[src/rtl/decoder_seq_if.sv]
// Bus bundle for decoder_seq: control/select inputs and the registered decode outputs.
// The master drives EN/MODE/LD/A; the slave (decoder) drives D/IDX/VALID/WRAP.
interface decoder_seq_if #(
    parameter int N = 2
);
    logic            EN;
    logic            MODE;
    logic            LD;
    logic [N-1:0]    A;
    logic [2**N-1:0] D;
    logic [N-1:0]    IDX;
    logic            VALID;
    logic            WRAP;

    modport master (
        output EN, MODE, LD, A,
        input  D, IDX, VALID, WRAP
    );

    modport slave (
        input  EN, MODE, LD, A,
        output D, IDX, VALID, WRAP
    );
endinterface

[src/rtl/decoder_seq.sv]
// Sequenced one-hot decoder: holds, loads or auto-scans an N-bit index and
// presents its registered one-hot decode, with a single-cycle pulse on scan wrap-around.
module decoder_seq #(
    parameter int N = 2
) (
    input  logic          clk,
    input  logic          rst_n,
    decoder_seq_if.slave  bus
);
    localparam int W = 2**N;
    localparam logic [N-1:0] IDX_ONE = N'(1'b1);
    localparam logic [N-1:0] IDX_MAX = {N{1'b1}};
    localparam logic [W-1:0] D_ONE   = W'(1'b1);

    typedef enum logic [1:0] {
        IDLE = 2'd0,
        HOLD = 2'd1,
        SCAN = 2'd2
    } state_t;

    state_t          state_s;
    logic [N-1:0]    next_idx_s;
    logic            wrap_s;
    logic [N-1:0]    idx_r;
    logic [W-1:0]    d_r;
    logic            valid_r;
    logic            wrap_r;

    function automatic logic [W-1:0] onehot_f(input logic [N-1:0] i);
        return D_ONE << i;
    endfunction

    // State follows EN/MODE directly each cycle; next index and wrap detection.
    always_comb begin
        state_s    = IDLE;
        next_idx_s = idx_r;
        wrap_s     = 1'b0;
        if (bus.EN) begin
            state_s = bus.MODE ? SCAN : HOLD;
        end else begin
            state_s = IDLE;
        end
        case (state_s)
            IDLE: begin
                next_idx_s = idx_r;
            end
            HOLD: begin
                next_idx_s = bus.LD ? bus.A : idx_r;
            end
            SCAN: begin
                if (bus.LD) begin
                    // A load of zero is not a wrap, so only the increment path flags it.
                    next_idx_s = bus.A;
                end else begin
                    next_idx_s = idx_r + IDX_ONE;
                    wrap_s     = (idx_r == IDX_MAX);
                end
            end
            default: begin
                next_idx_s = idx_r;
            end
        endcase
    end

    // Index register and registered decode outputs.
    always_ff @(posedge clk or negedge rst_n) begin
        if (!rst_n) begin
            idx_r   <= '0;
            d_r     <= '0;
            valid_r <= 1'b0;
            wrap_r  <= 1'b0;
        end else begin
            case (state_s)
                IDLE: begin
                    d_r     <= '0;
                    valid_r <= 1'b0;
                    wrap_r  <= 1'b0;
                end
                HOLD, SCAN: begin
                    idx_r   <= next_idx_s;
                    d_r     <= onehot_f(next_idx_s);
                    valid_r <= 1'b1;
                    wrap_r  <= wrap_s;
                end
                default: begin
                    d_r     <= '0;
                    valid_r <= 1'b0;
                    wrap_r  <= 1'b0;
                end
            endcase
        end
    end

    assign bus.D     = d_r;
    assign bus.IDX   = idx_r;
    assign bus.VALID = valid_r;
    assign bus.WRAP  = wrap_r;
endmodule

[src/flat_wrapper.sv]
// flat-port wrapper written by rule: the top's interface ports become plain ports
module decoder_seq_flat 
#(
    parameter int N = 2
)
  (clk, rst_n, bus_EN, bus_MODE, bus_LD, bus_A, bus_D, bus_IDX, bus_VALID, bus_WRAP);
  decoder_seq_if #(.N(N)) bus_i ();
  input  logic clk;
  input  logic rst_n;
  input wire logic [$bits(bus_i.EN)-1:0] bus_EN;
  input wire logic [$bits(bus_i.MODE)-1:0] bus_MODE;
  input wire logic [$bits(bus_i.LD)-1:0] bus_LD;
  input wire logic [$bits(bus_i.A)-1:0] bus_A;
  output wire logic [$bits(bus_i.D)-1:0] bus_D;
  output wire logic [$bits(bus_i.IDX)-1:0] bus_IDX;
  output wire logic [$bits(bus_i.VALID)-1:0] bus_VALID;
  output wire logic [$bits(bus_i.WRAP)-1:0] bus_WRAP;
  assign bus_i.EN = bus_EN;
  assign bus_i.MODE = bus_MODE;
  assign bus_i.LD = bus_LD;
  assign bus_i.A = bus_A;
  assign bus_D = bus_i.D;
  assign bus_IDX = bus_i.IDX;
  assign bus_VALID = bus_i.VALID;
  assign bus_WRAP = bus_i.WRAP;
  decoder_seq #(.N(N)) u_core (.clk(clk), .rst_n(rst_n), .bus(bus_i));
endmodule
[config.mk]
export PLATFORM = sky130hd
export DESIGN_NAME = decoder_seq_flat
export DESIGN_NICKNAME = d
export VERILOG_FILES = /design/src/rtl/decoder_seq_if.sv /design/src/rtl/decoder_seq.sv /design/src/flat_wrapper.sv
export SDC_FILE = /design/constraint.sdc
export NUM_CORES = 1
export LEC_CHECK = 0
export BUFFER_PORTS_ARGS = -buffer_cell sky130_fd_sc_hd__buf_2
export CAP_MARGIN = 15
export CORE_AREA = 2 2 39 41
export DETAILED_ROUTE_END_ITERATION = 10
export DIE_AREA = 0 0 41 43
export PLACE_DENSITY = 0.48
export SKIP_LAST_GASP = 1
export SYNTH_ARGS = -nofsm -noshare
export SYNTH_HDL_FRONTEND = slang
export SYNTH_SLANG_ARGS = --single-unit
[constraint.sdc]
create_clock -name clk -period 2.3 [get_ports clk]
set_input_delay 0.115 -clock clk [delete_from_list [all_inputs] [get_ports clk]]
set_output_delay 0.115 -clock clk [all_outputs]
set_load 0.02 [all_outputs]
==> summary.md, run 1 <==
| Metric | Value |
|---|---|
| Via/cell ratio | 4.23 |
| Gr busiest metal | met4 |
| M3 GR Usage | 0 |
| Sequential cell area | 200 µm² |
| Routing usage on met1 | 0.112 |
| Drt drc | 0 |
| Crit Path Class | reg -> reg |
| # diodes | 0 |
| Final hold vios | 0 |
| Largest area contributor in the synthesized netlist | dfrtp_1 |
| Min-Delay Path Class | in -> reg |
| Area growth from synthesis to layout | 33.2% |
| Postcts setup bufs | 0 |
| CTS sink cnt | 8 |
| Post-route ant nets | 0 |
| Clock latency at the later pin of the worst-skew pair | 0.25 ns |
| Core Util, Final | 0.344 |
| Routed wire length | 614 µm |
| Port Buf Inserts | 14 |
| Rows | 14 |
| Final weighted congestion in routability-driven placement | 0.796 |
| Tcrit/Tclk final | 0.622 |
| PnR Total Power | 0.343 mW |
| Core ar. | 1380 µm² |
| Top cell type's share of synthesized area | 0.559 |
| Clock Tree Buf Depth | 2 |
| Pleak | 0.248 nW |
| Seq cells post-synth | 8 |
| Multi-input gate area | 150 µm² |
| Hold slack final | 0.0798 ns |
| Drt first pass iters | 3 |
| CTS buffer count | 3 |
| Syn Inst Count | 29 |
| Final WS setup | 0.869 ns |
| Fin area | 477 µm² |
| Maximum clock frequency | 0.699 GHz |
| Fill count | 150 |
| Ports | 15 |
| Placed Cells incl. Taps | 58 |
| Average cell area after synthesis | 12.3 µm² |
| DP HPWL | 490 µm |
| Fraction of layout cells with a size suffix above 1 | 0.435 |
| Synth top area cells | dfrtp_1 56%, o211ai_4 5.9%, mux2_4 4.2% |
| Total negative setup slack | 0 ns |
| Compound-cell area share of the yosys netlist | 0.143 |
| Global-route wire length before repair | 1010 µm |
| Number of global-route vias before repair | 247 |
| Measured slew at the worst slew-check pin | 0.270 ns |
| Outcome | finished, final reports clean |
| Skew final | 0.00503 ns |
| CTS tree | done |
| Nets | 56 |
| Die Width | 41 µm |
| RSZ-0062 raised after global routing | no |
| Clk root buf | clkbuf_4 |
| CTS resizes | 0 |
| Die height | 43 µm |
| Max Slew Vio Count | 0 |
| Sequential fraction of the synthesis area | 0.559 |
| Mapped Nets | 37 |
| Die area | 1760 µm² |
| Synth Area in Simple Gates | 0.175 |
| Pin count of the biggest net entering global routing | 9 |
| DR iter-0 viols | 3 |
| CP Max Fanout | 5 |
| Largest family of logic cells by synthesized area | simple AND/OR/NAND/NOR gates |
| Depth of the CTS H-tree | 1 |
| Via count | 262 |
| Total GRT Usage | 0.0911 |
| Non-filler cells, final | 62 |
| Min Clock Period, post-route | 1.43 ns |
| Mux share of post-synthesis cell area | 0.0420 |
| Post-DP Area | 444 µm² |
| Initial core utilization | 0.259 |
| Startpoint Class | flip-flop |
| Adder-cell share of the synthesized area | 0.0350 |
| Worst Path Arrival | 1.55 ns |
| Distinct cells, synth | 19 |
| Max_cap viols | 0 |
| Final setup vio count | 0 |
| Crit end category | flip-flop |
| Worst slew margin | 0.819 |
| VDD IR max | 177 µV |
| Total grt overflow | 0 |
| Met2 usage | 0.119 |
| Ys Warns | 0 |
| Post-synthesis cell area | 358 µm² |
| Initial antenna violation count | 0 |
| Most common cell after layout, fill and taps aside | buf_2 |
| Clock transition at the registers of the reported paths | 0.05 ns |
| Placement Setup Slack | 0.862 ns |
| PwrDens | 719 nW/µm² |
| Post-Synth XOR/XNOR Area | 0.0245 |
| Wire per inst | 9.90 µm |
| Most frequent cells in the layout | 14 x buf_2, 8 x dfrtp_1, 3 x clkbuf_4 |
| CP required | 2.42 ns |
-- path summary, 6_finish.rpt --
kind                                   startpoint                end  slack, ns  depth (start not counted)
worst max-delay path            u_core.bus.IDX[0]  u_core.bus.IDX[1]       0.87                          4
worst min register to register  u_core.bus.IDX[1]  u_core.bus.IDX[1]       0.59                          2
worst min-delay path                       bus_EN   u_core.bus.VALID       0.08                          1
max in group asynchronous                   rst_n   u_core.bus.VALID       1.90                          2
min in group asynchronous                   rst_n    u_core.bus.D[3]       0.24                          2
worst max register to register  u_core.bus.IDX[0]  u_core.bus.IDX[1]       0.87                          4
-- timing repair --
action | 4_1_cts | 5_1_grt
hold buffers | 1 | 0
hold endpoints to repair | 8 | 0
setup endpoints to repair | 0 | 0
-- worst max-delay path: stages, from the launching register on --
cell	delay, ns
dfrtp_1	0.42
ha_1	0.31
mux2_4	0.27
o211ai_4	0.19
o21ai_0	0.12
-- logic make-up after synthesis --
family | after synthesis
XOR/XNOR | 1
multiplexers | 1
adder cells (fa/ha/maj) | 1
flip-flops | 8
AND/OR/NAND/NOR | 10
buffers and inverters | 2
AO/OA/AOI/OAI | 6
-- routing by layer --
metal | vias to the layer above | share of wire
li1 | 135 | -
met1 | 115 | 0.41
met2 | 12 | 0.49
met3 | 0 | 0.096
met4 | 0 | 0
met5 | - | 0
-- power breakdown --
part / internal, mW / switching, mW
sequential: 0.153 / 0.00769
combinational: 0.0340 / 0.0446
clock: 0.0594 / 0.0439
-- flip-flops by register name, summed over array words and instances, names as in the netlist --
| register | flops |
|---|---|
| u_core.bus.D | 4 |
| u_core.bus.IDX | 2 |
| u_core.bus.VALID | 1 |
| u_core.bus.WRAP | 1 |
-- synthesized netlist by cell type (all sizes together) --
library cell,count
dfrtp,8
nand2b,2
nor2,2
nor2b,2
o211ai,2
o21ai,2
a21oi,1
and3,1
and4b,1
clkbuf,1
ha,1
inv,1
mux2,1
nand2,1
nand3b,1
o21a,1
xor2,1
-- final cells by class --
cell class | instances | area share
flip-flops and latches | 8 | 0.420
multi-input cells | 19 | 0.315
repair buffers | 15 | 0.168
clock buffers | 3 | 0.0472
well taps | 16 | 0.0420
inverters | 1 | 0.00787
No activity file was read; power rests on OpenSTA's default activity.
==> inputs of run 2 (changes only) <==
ABC_AREA = 1   (was not set)
PLACE_DENSITY = 0.51   (was 0.48)
clock period = 1.28 ns   (was 2.3 ns; I/O delays follow)
==> run 2 against run 1 <==
Against the previous run: synthesized cell count grew 62%; wire length rose by 12%; die area is the same; non-clock buffer count rose by 3; highest routed layer is now met4.
==> summary.md, run 2 <==
| Metric | Value |
|---|---|
| Worst Path Arrival | 1.32 ns (-0.23 ns) |
| Die area | 1760 µm² (unchanged) |
| Most common cell after layout, fill and taps aside | nand2_1 |
| Pleak | 0.324 nW (+31%) |
| CP max stage cell | dfrtp_1 |
| Maximum clock frequency | 0.848 GHz (+21%) |
| Final weighted congestion in routability-driven placement | 0.790 (-0.70%) |
| RSZ-0062 raised after global routing | no |
| PnR Total Power | 0.626 mW (+83%) |
| CTS buffer count | 3 (unchanged) |
| Fraction of power spent switching nets | 0.289 (+0.00820) |
| DR iter-0 viols | 1 (-2) |
| Most frequent cells in the layout | 18 x nand2_1, 14 x buf_2, 8 x dfrtp_1 |
| CP dominant cell by count | nand2_1 |
| Drt drc | 0 (unchanged) |
| Outcome | finished, final reports clean |
| Final WS setup | 0.100 ns (-0.769 ns) |
| Max_cap viols | 0 (unchanged) |
| Flop pwr share | 0.456 (-0.013) |
| Min Clock Period, post-route | 1.18 ns (-0.251 ns) |
| Placement Setup Slack | 0.0971 ns (-0.764 ns) |
| Fraction of layout cells with a size suffix above 1 | 0.388 (-0.0467) |
| Post-synthesis cell area | 379 µm² (+5.9%) |
| Worst Reg2Reg Path Length in Cells | 7 (+3) |
| Final hold vios | 0 (unchanged) |
| VDD IR max | 359 µV (+100%) |
| Die Width | 41 µm (unchanged) |
| Sequential fraction of the synthesis area | 0.528 (-0.0314) |
| Syn Inst Count | 47 (+62%) |
| Initial core utilization | 0.274 (+0.0154) |
| Crit Path Class | reg -> reg |
| Gate power share | 0.256 (+0.027) |
| Core ar. | 1380 µm² (unchanged) |
| Area growth from synthesis to layout | 38.0% |
| Buf/Inv on CP | 1 (+1) |
| Total GRT Usage | 0.109 (+0.0182) |
| Clock transition at the registers of the reported paths | 0.05 ns (about the same) |
| Ys async rst share | 1.00 (unchanged) |
| DP HPWL | 578 µm (+18%) |
| Nets | 77 (+38%) |
| Post-route ant nets | 0 (unchanged) |
| Initial antenna violation count | 0 (unchanged) |
| CTS tree | done |
| Via count | 340 (+30%) |
| Worst slew margin | 0.883 (+0.0635) |
| Post-DP Area | 473 µm² (+6.5%) |
| Synth Area in Simple Gates | 0.347 (+0.172) |
| Clock Tree Buf Depth | 2 (unchanged) |
| Synth top area cells | dfrtp_1 53%, nand2_1 18%, nand3_1 5.3% |
| Adder-cell share of the synthesized area | 0.0330 (-0.00196) |
| Ys Warns | 0 (unchanged) |
| Max Slew Vio Count | 0 (unchanged) |
| Mux share of post-synthesis cell area | 0 (-0.0420) |
| Global-route wire length before repair | 1290 µm (+27%) |
| Placed Cells incl. Taps | 77 (+33%) |
| Tcrit/Tclk final | 0.922 (+0.299) |
| Skew final | 0.00230 ns (-0.00274 ns) |
| Fill count | 155 (+3.3%) |
| Clk root buf | clkbuf_4 |
| Post-synth top cells | 18 x nand2_1, 8 x dfrtp_1, 5 x inv_1 |
| Crit path max-delay family | flip-flops |
| CP required | 1.42 ns (-1.00 ns) |
| Post-synth EDFFs | 0 (unchanged) |
| Largest family of logic cells by synthesized area | simple AND/OR/NAND/NOR gates |
| Min-Delay Path Class | in -> reg |
| Startpoint Class | flip-flop |
| Min-Delay Path Depth | 3 (+2) |
| Routed wire length | 688 µm (+12%) |
| Number of global-route vias before repair | 302 (+22%) |
| Largest area contributor in the synthesized netlist | dfrtp_1 |
| Die height | 43 µm (unchanged) |
| CTS sink cnt | 8 (unchanged) |
| Non-filler cells, final | 83 (+34%) |
| Measured slew at the worst slew-check pin | 0.176 ns (-0.0941 ns) |
| Mapped Nets | 55 (+49%) |
| Seq cells post-synth | 8 (unchanged) |
| Synth Flop Type | dfrtp_1 |
| Crit end category | flip-flop |
| Pint | 0.445 mW (+81%) |
| Depth of the CTS H-tree | 1 (unchanged) |
| Worst-path cell chain | ha_1 -> nand2_1 -> nand2_1 -> nand2_1 -> nand2_2 -> nand2_1 -> inv_1 |
| Total grt overflow | 0 (unchanged) |
| Top cell type's share of synthesized area | 0.528 (-0.0314) |
| Share of total power in the clock network | 0.287 (-0.014) |
| Port Buf Inserts | 14 (unchanged) |
| Total negative setup slack | 0 ns (unchanged) |
| Largest stage delay on the critical path | 0.40 ns (-0.02 ns) |
| Worst r2r src | u_core.bus.IDX[0] |
| Number of flip-flops in the largest register | 4 (unchanged) |
| Via/cell ratio | 4.10 (-3.1%) |
| Ports | 15 (unchanged) |
| Clock latency at the later pin of the worst-skew pair | 0.24 ns (about the same) |
| Fin area | 523 µm² (+9.7%) |
| Most frequent cell after synthesis | nand2_1 |
| Pin count of the biggest net entering global routing | 9 (unchanged) |
| Hold EP | u_core.bus.WRAP |
| Drt first pass iters | 2 (-1) |
| Sw power | 0.181 mW (+88%) |
| Compound-cell area share of the yosys netlist | 0.0132 (-0.130) |
| Wire per inst | 8.29 µm (-16%) |
| # diodes | 0 (unchanged) |
| RR Endpoint | u_core.bus.D[2] |
| Average cell area after synthesis | 8.07 µm² (-35%) |
| PwrDens | 1200 nW/µm² (+66%) |
| R2R Setup Slk | 0.10 ns (-0.77 ns) |
| HP Start | bus_MODE |
| Final setup vio count | 0 (unchanged) |
| Rows | 14 (unchanged) |
| Post-Synth XOR/XNOR Area | 0 (-0.0245) |
| CTS resizes | 0 (unchanged) |
| CP Max Fanout | 4 (-1) |
| Distinct cells, synth | 12 (-7) |
run 2: power groups by stage:
stage	Clock (mW)	Sequential [mW]	Combinational, mW
finish	0.180	0.286	0.161
global route	0.205	0.289	0.184
CTS	0.195	0.286	0.156
detailed placement	0	0.290	0.151
global placement	0	0.289	0.153
floorplan	0	0.321	0.0613
run 2: area by class of cell:
type	count	area [µm²]	area share
repair buffers	18	105	0.201
flip-flops and latches	8	200	0.383
multi-input cells	31	149	0.285
well taps	16	20.0	0.0383
inverters	7	26.3	0.0502
clock buffers	3	22.5	0.0431
run 2: worst max-delay path by stage:
stage	slack, ns	end	from	cells after the start
finish	0.10	u_core.bus.D[2]	u_core.bus.IDX[0]	7
global route	0.02	u_core.bus.D[2]	u_core.bus.IDX[0]	7
CTS	0.09	u_core.bus.D[2]	u_core.bus.IDX[0]	7
detailed placement	0.1	u_core.bus.D[2]	u_core.bus.IDX[0]	7
global placement	0.11	u_core.bus.D[2]	u_core.bus.IDX[0]	7
floorplan	0.07	u_core.bus.D[2]	u_core.bus.IDX[0]	7
run 2: tightest hold or removal path, stage by stage:
cell     delay, ns
buf_2         0.12
nand2_1       0.09
nor2_1        0.05
run 2: routing by layer:
metal | GRT usage | share of wire | vias to the layer above
li1 | - | - | 183
met1 | 0.145 | 0.45 | 141
met2 | 0.144 | 0.44 | 14
met3 | 0.0314 | 0.092 | 2
met4 | 0.0800 | 0.017 | 0
met5 | 0 | 0 | -
run 2: stage by stage:
step / hold WS, ns / util
after floorplan: -0.232 / -
after global placement: -0.0881 / 0.342
after detailed placement: -0.0859 / 0.342
after CTS: 0.109 / 0.373
after global routing: 0.124 / 0.378
final: 0.116 / 0.378
run 2: what timing repair did:
action | 4_1_cts | 5_1_grt
setup buffers | 0 | 1
hold buffers | 2 | 0
setup endpoints to repair | 0 | 2
hold endpoints to repair | 9 | 0
run 2: logic make-up after synthesis:
group,count (synthesis)
simple gates,29
buf+inv,8
flops,8
compound gates,1
fa+ha+maj,1
==> inputs of run 3 (changes only) <==
PLACE_DENSITY = 0.5   (was 0.51)
clock period = 1.31 ns   (was 1.28 ns; I/O delays follow)
==> run 3 against run 2 <==
Against the previous run: critical path depth is the same; design area is 1.4% lower; clock-buffer cell count unchanged; worst setup slack better by 0.042 ns; register-to-register slack improved by 0.04 ns; final cell count decreased by 1.2%; global-route usage up 0.27 points; sequential share of layout area up 0.56 points; hold slack got worse by 0.010 ns; die area is the same; sequential cell count unchanged; highest routed layer unchanged.
==> summary.md, run 3 (synthesis gave the netlist of run 2 again) <==
| Metric | Value |
|---|---|
| Outcome | finished, final reports clean |
| CP dominant cell by count | nand2_1 |
| Fill count | 155 (unchanged) |
| R2R Setup Slk | 0.14 ns (+0.04 ns) |
| CTS buffer count | 3 (unchanged) |
| Number of global-route vias before repair | 301 (-0.33%) |
| Pin count of the biggest net entering global routing | 9 (unchanged) |
| Area growth from synthesis to layout | 36.0% |
| CP required | 1.45 ns (+0.03 ns) |
| Routed wire length | 722 µm (+4.9%) |
| Total GRT Usage | 0.112 (+0.00270) |
| Die Width | 41 µm (unchanged) |
| Clock latency at the later pin of the worst-skew pair | 0.25 ns (about the same) |
| Worst-path cell chain | ha_1 -> nand2_1 -> nand2_1 -> nand2_1 -> nand2_2 -> nand2_1 -> inv_1 |
| CTS resizes | 0 (unchanged) |
| CTS sink cnt | 8 (unchanged) |
| Clk root buf | clkbuf_4 |
| Hold EP | u_core.bus.WRAP |
| Most frequent cells in the layout | 18 x nand2_1, 14 x buf_2, 8 x dfrtp_1 |
| Ports | 15 (unchanged) |
| CTS tree | done |
| Skew final | 0.00413 ns (+0.00184 ns) |
| Core ar. | 1380 µm² (unchanged) |
| Max Slew Vio Count | 0 (unchanged) |
| Min-Delay Path Depth | 3 (unchanged) |
| Measured slew at the worst slew-check pin | 0.181 ns (+0.00508 ns) |
| Worst r2r src | u_core.bus.IDX[1] |
| Post-CTS Hold Buffers | 2 (unchanged) |
| VDD IR max | 386 µV (+7.6%) |
| Clock transition at the registers of the reported paths | 0.05 ns (about the same) |
| Maximum clock frequency | 0.856 GHz (+1.0%) |
| DR iter-0 viols | 3 (+2) |
| Worst Path Arrival | 1.31 ns (about the same) |
| Largest stage delay on the critical path | 0.40 ns (about the same) |
| Post-route ant nets | 0 (unchanged) |
| Min Clock Period, post-route | 1.17 ns (-0.0118 ns) |
| Global-route wire length before repair | 1260 µm (-2.2%) |
| CP max stage cell | dfrtp_1 |
| Total grt overflow | 0 (unchanged) |
| Pleak | 0.319 nW (-1.6%) |
| Crit end category | flip-flop |
| Rows | 14 (unchanged) |
| Startpoint Class | flip-flop |
| RR Endpoint | u_core.bus.D[2] |
| HP Start | bus_MODE |
| PwrDens | 1190 nW/µm² (-0.98%) |
| Depth of the CTS H-tree | 1 (unchanged) |
| Fraction of layout cells with a size suffix above 1 | 0.379 (-0.00927) |
| # diodes | 0 (unchanged) |
| DP HPWL | 571 µm (-1.2%) |
| Final setup vio count | 0 (unchanged) |
| Die height | 43 µm (unchanged) |
| Port Buf Inserts | 14 (unchanged) |
| Initial core utilization | 0.274 (unchanged) |
| Worst Reg2Reg Path Length in Cells | 7 (unchanged) |
| Postcts setup bufs | 0 (unchanged) |
| Drt drc | 0 (unchanged) |
| CP Max Fanout | 4 (unchanged) |
| Initial antenna violation count | 0 (unchanged) |
| Final hold vios | 0 (unchanged) |
| Nets | 76 (-1.3%) |
| Drt first pass iters | 2 (unchanged) |
| PnR Total Power | 0.611 mW (-2.4%) |
| Crit Path Class | reg -> reg |
| RSZ-0062 raised after global routing | no |
| Via/cell ratio | 4.07 (-0.57%) |
| Worst slew margin | 0.879 (-0.00339) |
| Min-Delay Path Class | in -> reg |
| Clock Tree Buf Depth | 2 (unchanged) |
| Number of flip-flops in the largest register | 4 (unchanged) |
| Final weighted congestion in routability-driven placement | 0.794 (+0.51%) |
| Die area | 1760 µm² (unchanged) |
| Tcrit/Tclk final | 0.891 (-0.0301) |
| Max_cap viols | 0 (unchanged) |
| Total negative setup slack | 0 ns (unchanged) |
| Most common cell after layout, fill and taps aside | nand2_1 |
| Wire per inst | 8.80 µm (+6.2%) |
| Via count | 334 (-1.8%) |
[run 3: worst max path at each step]
stage	slack, ns	from	to	cells after the start
6_report	0.14	u_core.bus.IDX[1]	u_core.bus.D[2]	7
3_5_place_dp	0.16	u_core.bus.IDX[1]	u_core.bus.D[2]	7
5_1_grt	0.04	u_core.bus.IDX[1]	u_core.bus.D[2]	7
4_1_cts	0.14	u_core.bus.IDX[0]	u_core.bus.D[2]	7
2_1_floorplan	0.1	u_core.bus.IDX[0]	u_core.bus.D[2]	7
3_3_place_gp	0.14	u_core.bus.IDX[0]	u_core.bus.D[2]	7
[run 3: layout make-up]
class / count / area (µm²) / area share
inverters: 7 / 26.3 / 0.0510
clock buffers: 3 / 22.5 / 0.0437
repair buffers: 17 / 97.6 / 0.189
well taps: 16 / 20.0 / 0.0388
flip-flops and latches: 8 / 200 / 0.388
multi-input cells: 31 / 149 / 0.289
[run 3: where the power goes]
group / switching, mW / total (mW) / internal, mW
sequential: 0.00977 / 0.279 / 0.269
clock: 0.0783 / 0.183 / 0.104
combinational: 0.0936 / 0.149 / 0.0557
[run 3: critical path, delay by kind of cell (launching register included)]
| family | cells | cell delay, ns |
|---|---|---|
| AND/OR/NAND/NOR | 5 | 0.35 |
| flip-flops | 1 | 0.40 |
| adder cells (fa/ha/maj) | 1 | 0.27 |
| buffers and inverters | 1 | 0.03 |
[run 3: stage by stage]
stage	setup slack (ns)	area [µm²]	std cells	util	hold WS (ns)
global placement	0.145	473	77	0.342	-0.0823
global route	0.0430	515	82	0.373	0.112
floorplan	0.0957	379	47	-	-0.230
detailed placement	0.155	473	77	0.342	-0.0805
CTS	0.138	515	82	0.373	0.0982
finish	0.142	515	82	0.373	0.106
[run 3: metal layers]
metal,vias up,wire (µm),track usage
li1,179,-,-
met1,141,339,0.147
met2,12,325,0.141
met3,2,44,0.0157
met4,0,12,0.120
met5,-,0,0
